File: config.mk
export PLATFORM = sky130hd
export DESIGN_NAME = sprite_draw_engine
export DESIGN_NICKNAME = d
export VERILOG_FILES = /design/src/rtl/sprite_draw_pkg.sv /design/src/rtl/pixel_delay_line.sv /design/src/rtl/sprite_draw_engine.sv
export SDC_FILE = /design/constraint.sdc
export NUM_CORES = 1
export LEC_CHECK = 0
export ABC_CLOCK_PERIOD_IN_PS = 3200
export CORE_MARGIN = 2
export CORE_UTILIZATION = 54
export DETAILED_ROUTE_END_ITERATION = 8
export HOLD_SLACK_MARGIN = 0.12
export PLACE_DENSITY = 0.79
export SLEW_MARGIN = 25
export SYNTH_ARGS = -nofsm -noshare
export SYNTH_HDL_FRONTEND = slang
export SYNTH_SLANG_ARGS = --single-unit
export TNS_END_PERCENT = 1
File: constraint.sdc
create_clock -name clk -period 3.2 [get_ports clk]
set_input_delay 0.64 -clock clk [delete_from_list [all_inputs] [get_ports clk]]
set_output_delay 0.64 -clock clk [all_outputs]
set_load 0.005 [all_outputs]
File: src/rtl/sprite_draw_pkg.sv
// ============================================================================
//  Module   : sprite_draw_pkg
//  Purpose  : Shared geometry, widths, state encoding and pixel record for
//             the sprite draw engine.
//  Revision : 1.0 - initial release
// ============================================================================
`default_nettype none

package sprite_draw_pkg;

  localparam int SCREEN_W = 160;
  localparam int SCREEN_H = 120;
  localparam int SPRITE_W = 40;
  localparam int SPRITE_H = 40;
  localparam int COLOUR_W = 3;
  localparam int X_W      = 8;
  localparam int Y_W      = 7;
  localparam int ADDR_W   = 15;

  localparam logic [COLOUR_W-1:0] TRANSPARENT_KEY = 3'b111;

  typedef enum logic [1:0] {
    IDLE  = 2'd0,
    SWEEP = 2'd1,
    DRAIN = 2'd2
  } state_t;

  // Per-pixel side information that travels alongside the ROM read.
  typedef struct packed {
    logic           clip;
    logic [X_W-1:0] x;
    logic [Y_W-1:0] y;
  } pix_t;

endpackage

`default_nettype wire

File: src/rtl/pixel_delay_line.sv
// ============================================================================
//  Module   : pixel_delay_line
//  Purpose  : DEPTH-stage shift register carrying {valid, clip, x, y} so the
//             plot coordinates line up with the ROM data returned DEPTH
//             cycles after the address was issued.
//  Revision : 1.0 - initial release
// ============================================================================
`default_nettype none

module pixel_delay_line
  import sprite_draw_pkg::*;
#(
  parameter int DEPTH = 1
) (
  input  logic clk,
  input  logic reset,
  input  logic valid_i,
  input  pix_t pix_i,
  output logic valid_o,
  output pix_t pix_o
);

  logic [DEPTH-1:0] valid_q;
  pix_t             pix_q [DEPTH];

  generate
    for (genvar i = 0; i < DEPTH; i++) begin : g_stage
      // Stage 0 captures the new pixel; later stages shift the previous one.
      always_ff @(posedge clk) begin
        if (reset) begin
          valid_q[i] <= 1'b0;
          pix_q[i]   <= '0;
        end else if (i == 0) begin
          valid_q[i] <= valid_i;
          pix_q[i]   <= pix_i;
        end else begin
          valid_q[i] <= valid_q[(i == 0) ? 0 : i-1];
          pix_q[i]   <= pix_q[(i == 0) ? 0 : i-1];
        end
      end
    end
  endgenerate

  assign valid_o = valid_q[DEPTH-1];
  assign pix_o   = pix_q[DEPTH-1];

endmodule

`default_nettype wire

File: src/rtl/sprite_draw_engine.sv
// ============================================================================
//  Module   : sprite_draw_engine
//  Purpose  : Raster-order sweep of a 40x40 sprite or the full 160x120
//             screen; issues ROM addresses and forwards the returned colour
//             to the VGA adapter as x/y/colour/plot.
//  Options  : SPRITE_TRANSPARENT_EN - white (3'b111) sprite pixels are not
//             plotted unless erasing in black; full-screen sweeps ignore it.
//  Revision : 1.0 - initial release
// ============================================================================
`default_nettype none

module sprite_draw_engine
  import sprite_draw_pkg::*;
#(
  parameter int ROM_LAT = 1
) (
  input  logic                clk,
  input  logic                reset,
  input  logic                start,
  input  logic                fullScreen,
  input  logic [X_W-1:0]      xOrigin,
  input  logic [Y_W-1:0]      yOrigin,
  input  logic                black,
  output logic [ADDR_W-1:0]   romAddr,
  input  logic [COLOUR_W-1:0] romData,
  output logic [X_W-1:0]      x,
  output logic [Y_W-1:0]      y,
  output logic [COLOUR_W-1:0] colour,
  output logic                plot,
  output logic                busy,
  output logic                done
);

  localparam logic [1:0] LAT_LAST = 2'(ROM_LAT - 1);

  state_t              state_q, state_d;
  logic [X_W-1:0]      col_q, col_d;
  logic [Y_W-1:0]      row_q, row_d;
  logic [ADDR_W-1:0]   addr_q, addr_d;
  logic [1:0]          lat_q, lat_d;
  logic                full_q, full_d;
  logic                black_q, black_d;
  logic [X_W-1:0]      xorg_q, xorg_d;
  logic [Y_W-1:0]      yorg_q, yorg_d;
  logic                done_q, done_d;
  logic [X_W-1:0]      x_hold_q;
  logic [Y_W-1:0]      y_hold_q;
  logic [COLOUR_W-1:0] colour_hold_q;

  logic [X_W-1:0]      w_last_col;
  logic [Y_W-1:0]      w_last_row;
  logic                w_col_end;
  logic                w_last_pix;
  logic [X_W:0]        w_x_sum;
  logic [Y_W:0]        w_y_sum;
  pix_t                w_pix;
  logic                w_dl_valid;
  pix_t                w_dl_pix;
  logic                w_transparent;

  // Sweep extent follows the mode latched at start.
  assign w_last_col = full_q ? X_W'(SCREEN_W - 1) : X_W'(SPRITE_W - 1);
  assign w_last_row = full_q ? Y_W'(SCREEN_H - 1) : Y_W'(SPRITE_H - 1);
  assign w_col_end  = (col_q == w_last_col);
  assign w_last_pix = w_col_end && (row_q == w_last_row);

  // One extra bit on each sum so an origin near 255/127 wrapping past the
  // counter width is still recognised as off-screen.
  assign w_x_sum   = {1'b0, xorg_q} + {1'b0, col_q};
  assign w_y_sum   = {1'b0, yorg_q} + {1'b0, row_q};
  assign w_pix.clip = (w_x_sum >= (X_W+1)'(SCREEN_W)) || (w_y_sum >= (Y_W+1)'(SCREEN_H));
  assign w_pix.x    = w_x_sum[X_W-1:0];
  assign w_pix.y    = w_y_sum[Y_W-1:0];

  pixel_delay_line #(
    .DEPTH (ROM_LAT)
  ) u_delay (
    .clk     (clk),
    .reset   (reset),
    .valid_i (state_q == SWEEP),
    .pix_i   (w_pix),
    .valid_o (w_dl_valid),
    .pix_o   (w_dl_pix)
  );

`ifdef SPRITE_TRANSPARENT_EN
  assign w_transparent = !black_q && !full_q && (romData == TRANSPARENT_KEY);
`else
  assign w_transparent = 1'b0;
`endif

  // State, counters and latched request parameters.
  always_ff @(posedge clk) begin
    if (reset) begin
      state_q <= IDLE;
      col_q   <= '0;
      row_q   <= '0;
      addr_q  <= '0;
      lat_q   <= '0;
      full_q  <= 1'b0;
      black_q <= 1'b0;
      xorg_q  <= '0;
      yorg_q  <= '0;
      done_q  <= 1'b0;
    end else begin
      state_q <= state_d;
      col_q   <= col_d;
      row_q   <= row_d;
      addr_q  <= addr_d;
      lat_q   <= lat_d;
      full_q  <= full_d;
      black_q <= black_d;
      xorg_q  <= xorg_d;
      yorg_q  <= yorg_d;
      done_q  <= done_d;
    end
  end

  // Next-state: accept a request in IDLE, step the raster, then wait out
  // the ROM latency so the last pixel is plotted before done.
  always_comb begin
    state_d = state_q;
    col_d   = col_q;
    row_d   = row_q;
    addr_d  = addr_q;
    lat_d   = lat_q;
    full_d  = full_q;
    black_d = black_q;
    xorg_d  = xorg_q;
    yorg_d  = yorg_q;
    done_d  = 1'b0;
    case (state_q)
      IDLE: begin
        if (start) begin
          state_d = SWEEP;
          col_d   = '0;
          row_d   = '0;
          addr_d  = '0;
          full_d  = fullScreen;
          black_d = black;
          xorg_d  = fullScreen ? '0 : xOrigin;
          yorg_d  = fullScreen ? '0 : yOrigin;
        end
      end
      SWEEP: begin
        if (w_last_pix) begin
          state_d = DRAIN;
          lat_d   = '0;
        end else begin
          addr_d = addr_q + ADDR_W'(1);
          if (w_col_end) begin
            col_d = '0;
            row_d = row_q + Y_W'(1);
          end else begin
            col_d = col_q + X_W'(1);
          end
        end
      end
      DRAIN: begin
        if (lat_q == LAT_LAST) begin
          state_d = IDLE;
          done_d  = 1'b1;
        end else begin
          lat_d = lat_q + 2'd1;
        end
      end
      default: state_d = IDLE;
    endcase
  end

  // Plot strobe qualifies the delayed pixel with the colour arriving now;
  // coordinates and colour hold their last plotted values otherwise.
  always_comb begin
    plot   = w_dl_valid && !w_dl_pix.clip && !w_transparent;
    x      = x_hold_q;
    y      = y_hold_q;
    colour = colour_hold_q;
    if (plot) begin
      x      = w_dl_pix.x;
      y      = w_dl_pix.y;
      colour = black_q ? '0 : romData;
    end
  end

  // Remember the last plotted pixel for the hold behaviour.
  always_ff @(posedge clk) begin
    if (reset) begin
      x_hold_q      <= '0;
      y_hold_q      <= '0;
      colour_hold_q <= '0;
    end else begin
      x_hold_q      <= x;
      y_hold_q      <= y;
      colour_hold_q <= colour;
    end
  end

  assign romAddr = addr_q;
  assign busy    = (state_q != IDLE);
  assign done    = done_q;

endmodule

`default_nettype wire
# After elaboration in Yosys (flattened, before gate mapping)

Memories as Yosys holds them, arrays and structs flattened.
Index checks and enable logic that the tools add are counted.

Output and inout bits: 36
Bits of input ports: 23
Logic and storage cells: 82
Memory bits (writable): 16
Memories kept: 1
Register bits after elaboration: 71

Reductions and logical operators: 16
Magnitude comparators: 2
Bitwise logic cells: 1
Add/sub/neg operators: 6
Equal/unequal tests: 10
Multiplexer cells: 32

Memories:

| memory        | words | bits a word | rd ports | clocked after memory_dff | wr ports | RTL line               | text |
|---|---|---|---|---|---|---|---|
| u_delay.pix_q | 1     | 16          | 1        | 0                        | 1        | pixel_delay_line.sv:24 | `pix_t pix_q [DEPTH];` |

Operators with widths:

| cell                                                              | count |
|---|---|
| two-way mux 8 bit                                                 | 6 |
| two-way mux 7 bit                                                 | 6 |
| two-way mux 15 bit                                                | 2 |
| case mux 15 bit (2 select lines)                                  | 1 |
| two-way mux 16 bit                                                | 1 |
| case mux 8 bit (2 select lines)                                   | 1 |
| OR reduction 16 bit                                               | 1 |
| adder 15 x 1 -> 15 bit, second input constant                     | 1 |
| case mux 7 bit (2 select lines)                                   | 1 |
| inequality test 2 bit, second input constant                      | 6 |
| two-way mux 2 bit                                                 | 5 |
| adder 8 x 8 -> 9 bit                                              | 1 |
| greater-or-equal comparator 9 x 8 -> 1 bit, second input constant | 1 |
| AND reduction 3 bit                                               | 3 |
| adder 7 x 7 -> 8 bit                                              | 1 |
| adder 8 x 1 -> 8 bit, second input constant                       | 1 |
| == test 8 bit                                                     | 1 |
| greater-or-equal comparator 8 x 7 -> 1 bit, second input constant | 1 |
| adder 7 x 1 -> 7 bit, second input constant                       | 1 |
| == test 7 bit                                                     | 1 |
| two-way mux 3 bit                                                 | 2 |
| case mux 2 bit (3 select lines)                                   | 1 |
| nonzero test 2 bit                                                | 3 |
| two-way mux 1 bit                                                 | 5 |
| 12 further kinds                                                  | 14 |

# Depth between registers and ports, before layout

Depth in word-level cells: 5
Mapped depth: 7

# Hierarchy

Synthesis repeated with hierarchy kept, for this count alone.

Cells, all modules: 486
Area, all modules: 4265.3 µm²

Modules (own cells, without submodules):

| module             | cells an instance | times used | area an instance (µm²) | sequential area each (µm²) |
|---|---|---|---|---|
| sprite_draw_engine | 451               | 1          | 3789.9                 | 1401.3 |
| pixel_delay_line   | 35                | 1          | 475.5                  | 340.3 |

# Worst setup path before layout

Ideal clock, no wire load.

Kind: flip-flop to flip-flop
From: register full_q
To: register row_q[3]
Arrival: 2.258 ns
Path buffers: 1
Setup slack: 0.872 ns
Period minus slack after synthesis: 2.328 ns
Data required time: 3.129 ns
Setup time: 0.071 ns
Stages on the path, launching flop included: 7
Cells stage by stage: dfxtp_1 > or4_4 > mux2_4 > or4_1 > buf_2 > or3_1 > a21oi_1

Longest elaborated chain between the ends: 5
Elaborated cells on any way between the ends: 8
Those cells by class: 4 x eq/ne; 2 x mux; 2 x reduce/logical

Ends and longest elaborated chain:

| what                                                   | RTL line                                           | text |
|---|---|---|
| from (decl)                                            | sprite_draw_engine.sv:41                           | `logic full_q, full_d;` |
| from (signal assigned)                                 | sprite_draw_engine.sv:111                          | `full_q <= full_d;` |
| two-way mux 8 bit or two-way mux 7 bit (tied branches) | sprite_draw_engine.sv:62, sprite_draw_engine.sv:63 |  |
| == test 8 bit or == test 7 bit (tied branches)         | sprite_draw_engine.sv:64, sprite_draw_engine.sv:65 |  |
| logical AND 1 bit                                      | sprite_draw_engine.sv:65                           | `assign w_last_pix = w_col_end && (row_q == w_last_row);` |
| inequality test 2 bit (no line)                        | -                                                  |  |
| AND reduction 4 bit (no line) *                        | -                                                  |  |
| to (signal assigned)                                   | sprite_draw_engine.sv:108                          | `row_q <= row_d;` |
| to (decl)                                              | sprite_draw_engine.sv:38                           | `logic [Y_W-1:0] row_q, row_d;` |

Every way passes the cells marked *; elsewhere a longest branch is shown, timed or not.
A chain may end at the register's enable or synchronous reset.

# Final worst setup path

From: memory u_delay.pix_q[0][15] in the netlist's numbering
To: output colour[1]

Longest elaborated chain between the ends: 4

Ends and longest elaborated chain:

| what                | RTL line                  | text |
|---|---|---|
| from (decl)         | pixel_delay_line.sv:24    |  |
| memory (1 x 16 bit) | -                         |  |
| zero test 1 bit     | sprite_draw_engine.sv:174 | `plot = w_dl_valid && !w_dl_pix.clip && !w_transparent;` |
| logical AND 1 bit   | sprite_draw_engine.sv:174 |  |
| two-way mux 3 bit   | sprite_draw_engine.sv:178 | `if (plot) begin` |
| to (decl)           | sprite_draw_engine.sv:28  | `output logic [COLOUR_W-1:0] colour,` |

Every way passes these cells.

==> reports/metrics.yaml <==
outcome:
  outcome: "completed"
clocking:
  cts_buffer_depth: 2
  numCtsBuffers: 9
  ctsHoldBuffers: 0
  cts_root_buf: "clkbuf_8"
  htree_levels: 3
  cts_setup_buffers: 0
  cts_sinks: 87
  cts_tree: "built"
  cts_resized: 0
  clkTransAtPathRegs_ns: 0.08
  insertion_delay_ns: 0.37
setup_path:
  worstPathCellList: "nand2b_1, buf_4, clkinv_1, nand3b_1, nand2_1, clkdlybuf4s50_1"
  cp_slowest_stage_delay_ns: 0.46
  cp-end-kind: "output port"
  path_max_fanout: 19
  critical-path-top-delay-family: "buffers and inverters"
  path_class: "reg -> out"
  critPathBufInv: 3
  crit_slowest_cell: "clkinv_1"
  arrival_ns: 2.23
  cp-start-kind: "flip-flop"
  timing.critical_path.required_ns: 2.56
grt:
  grt_use_met1_pct: 30.6
  antenna_found_initial: 0
  use_met2_pct: 37.6
  grt_pass1_vias: 3403
  gr-usage-met3_pct: 4.03
  track_usage_pct: 23.4
  grt_first_pass_wirelength_mm: 15.9
  grt.busiest_layer: "met2"
  grt_overflow_total: 0
  grt_max_degree: 49
final_layout:
  area_growth_pct: 23.0
  nFillCells: 572
  drive_gt1_share_pct: 7.20
  n_antenna_cell: 0
  postLayoutCellArea_mm2: 0.00510
  final_nets: 582
yosys:
  yosys_warnings: 0
  synth_most_common_cell: "dfxtp_1"
  synth_nets: 524
  ys_types: 57
  seq_area_frac_synth_pct: 42.0
  ys.flop_type: "dfxtp_1"
  async_reset_ff_share_pct: 0
  syn-instance-count: 480
  synth_top_area_cell: "dfxtp_1"
  syn_area_mm2: 0.00415
  synth_seq_cells: 87
  yosysTopAreaCellShare_pct: 42.0
  avgSynthCellArea_um2: 8.64
  ys_top_cells_by_count: "dfxtp_1 (87), nand2_1 (77), a21oi_1 (48)"
  synthTopCellsByArea: "dfxtp_1 (42%), nand2_1 (7.0%), a21oi_1 (5.8%)"
  synth_edf_count: 0
hold_path:
  hp-class: "reg -> reg"
placement:
  dpl.hpwl_mm: 6.68
  portBuffers: 58
  globalplace.congestion: 0.892
  dpl_cell_area_mm2: 0.00484
floorplan:
  die_h_um: 91.6
  die_area_mm2: 0.00840
  die_w_um: 91.6
  core_mm2: 0.00733
  num_io_pins: 59
  rows: 31
  floorplan.initialDensity_pct: 56.6
route:
  routedWlPerCell_um: 14.7
  ant_nets: 0
  drt-initial-drc-count: 151
  avgViaCountPerCell: 5.73
  drc: 0
  dr.pass1.iters: 4
  vias: 3673
  wl_mm: 9.41
sta:
  hold_viol_final: 0
  tns_ns: 0
  fin_crit_sh_pct: 89.7
  fmax_mhz: 348
  worstMarginPinSlew_ns: 0.577
  period_needed_ns: 2.87
  slew_viol_final: 0
  rsz0062_at_grt: "no"
  setup_viol: 0
  slew_headroom_pct: 61.4
  skew_ns: 0.00922
power_and_ir_drop:
  power.density_mw_per_mm2: 449
  p_leak_nw: 1.98
  vdd_drop_max_mv: 0.278
flow_run:
  max_cap_viol_count: 0
[state kept, by name, summed over array words and instances (netlist names), 3 cells and up]
register,cells
u_delay.pix_q,16
romAddr,15
col_q,8
x_hold_q,8
xorg_q,8
row_q,7
y_hold_q,7
yorg_q,7
colour_hold_q,3
[where the power goes]
| group | internal (W) | switching, W | leakage, nW | total, W |
|---|---|---|---|---|
| Clock | 0.000593 | 0.000397 | 0.129 | 0.000990 |
| Combinational | 0.0000835 | 0.0000946 | 1.14 | 0.000178 |
| Sequential | 0.00110 | 0.0000161 | 0.704 | 0.00112 |
[metrics by stage]
step / hold slack, ns / worst slack, ns / utilization (%) / power [W] / cells
3_5_place_dp: 0.454 / 0.578 / 66.1 / 0.00132 / 626
5_1_grt: 0.486 / 0.0893 / 69.6 / 0.00236 / 641
2_1_floorplan: 0.440 / 0.872 / - / 0.00124 / 480
3_3_place_gp: 0.447 / 0.612 / 66.1 / 0.00132 / 626
4_1_cts: 0.465 / 0.291 / 69.6 / 0.00230 / 641
6_report: 0.460 / 0.330 / 69.6 / 0.00229 / 641
[layout make-up]
class / count / area, um2 / share of cell area [%]
clock buffers: 9 / 124 / 2.43
well taps: 99 / 124 / 2.43
repair buffers: 67 / 648 / 12.7
clock inverters: 6 / 134 / 2.63
flip-flops and latches: 87 / 1740 / 34.2
multi-input cells: 362 / 2290 / 44.8
inverters: 11 / 41.3 / 0.810
[metal layers]
metal / share of wire, % / vias to the layer above
met5: 0 / -
met1: 47 / 1680
met3: 4.5 / 16
li1: - / 1872
met4: 2.0 / 0
met2: 47 / 105
[final timing paths]
path | startpoint | end | slack [ns] | cells after the start
worst max-delay path | u_delay.pix_q[0][15] | colour[1] | 0.33 | 6
worst min-delay path | colour_hold_q[2] | colour_hold_q[2] | 0.46 | 2
worst max register to register | full_q | row_q[3] | 0.60 | 5
worst min register to register | colour_hold_q[2] | colour_hold_q[2] | 0.46 | 2
[cell families after synthesis]
family                   after synthesis  synth area share (%)
AND/OR/NAND/NOR                      195                  23.6
multiplexers                           8                  2.05
AO/OA/AOI/OAI                        128                  20.7
adder cells (fa/ha/maj)               21                  6.70
buffers and inverters                 31                  2.84
flip-flops                            87                  42.0
XOR/XNOR                              10                  2.11
[cell usage in the layout, fill, tap and decap left out, drive strengths merged, types with 3 or more instances in the layout]
master,instances
bufinv,4
mux2i,7
buf,9
or4,6
o21ai,14
dfxtp,87
inv,10
ha,19
nand2b,3
clkbuf,9
nor3,8
clkdlybuf4s50,58
o2111ai,6
a21oi,48
and3,4
nand3,23
o31ai,3
a21o,9
clkinv,3
a211oi,10
xor2,5
nor2,24
nand2,77
or3,6
nor2b,9
a22o,15
or2,9
nand3b,4
a31oi,3
nor3b,5
a2111o,3
nand4,5
o211ai,6
xnor2,5
[worst min-delay path: cells and delay by family, from the launching register on]
kind,cells,cell delay (ns)
compound gates,1,0.05
flops,1,0.30
simple gates,1,0.06
Note: power is estimated with default switching activity, not from simulation.
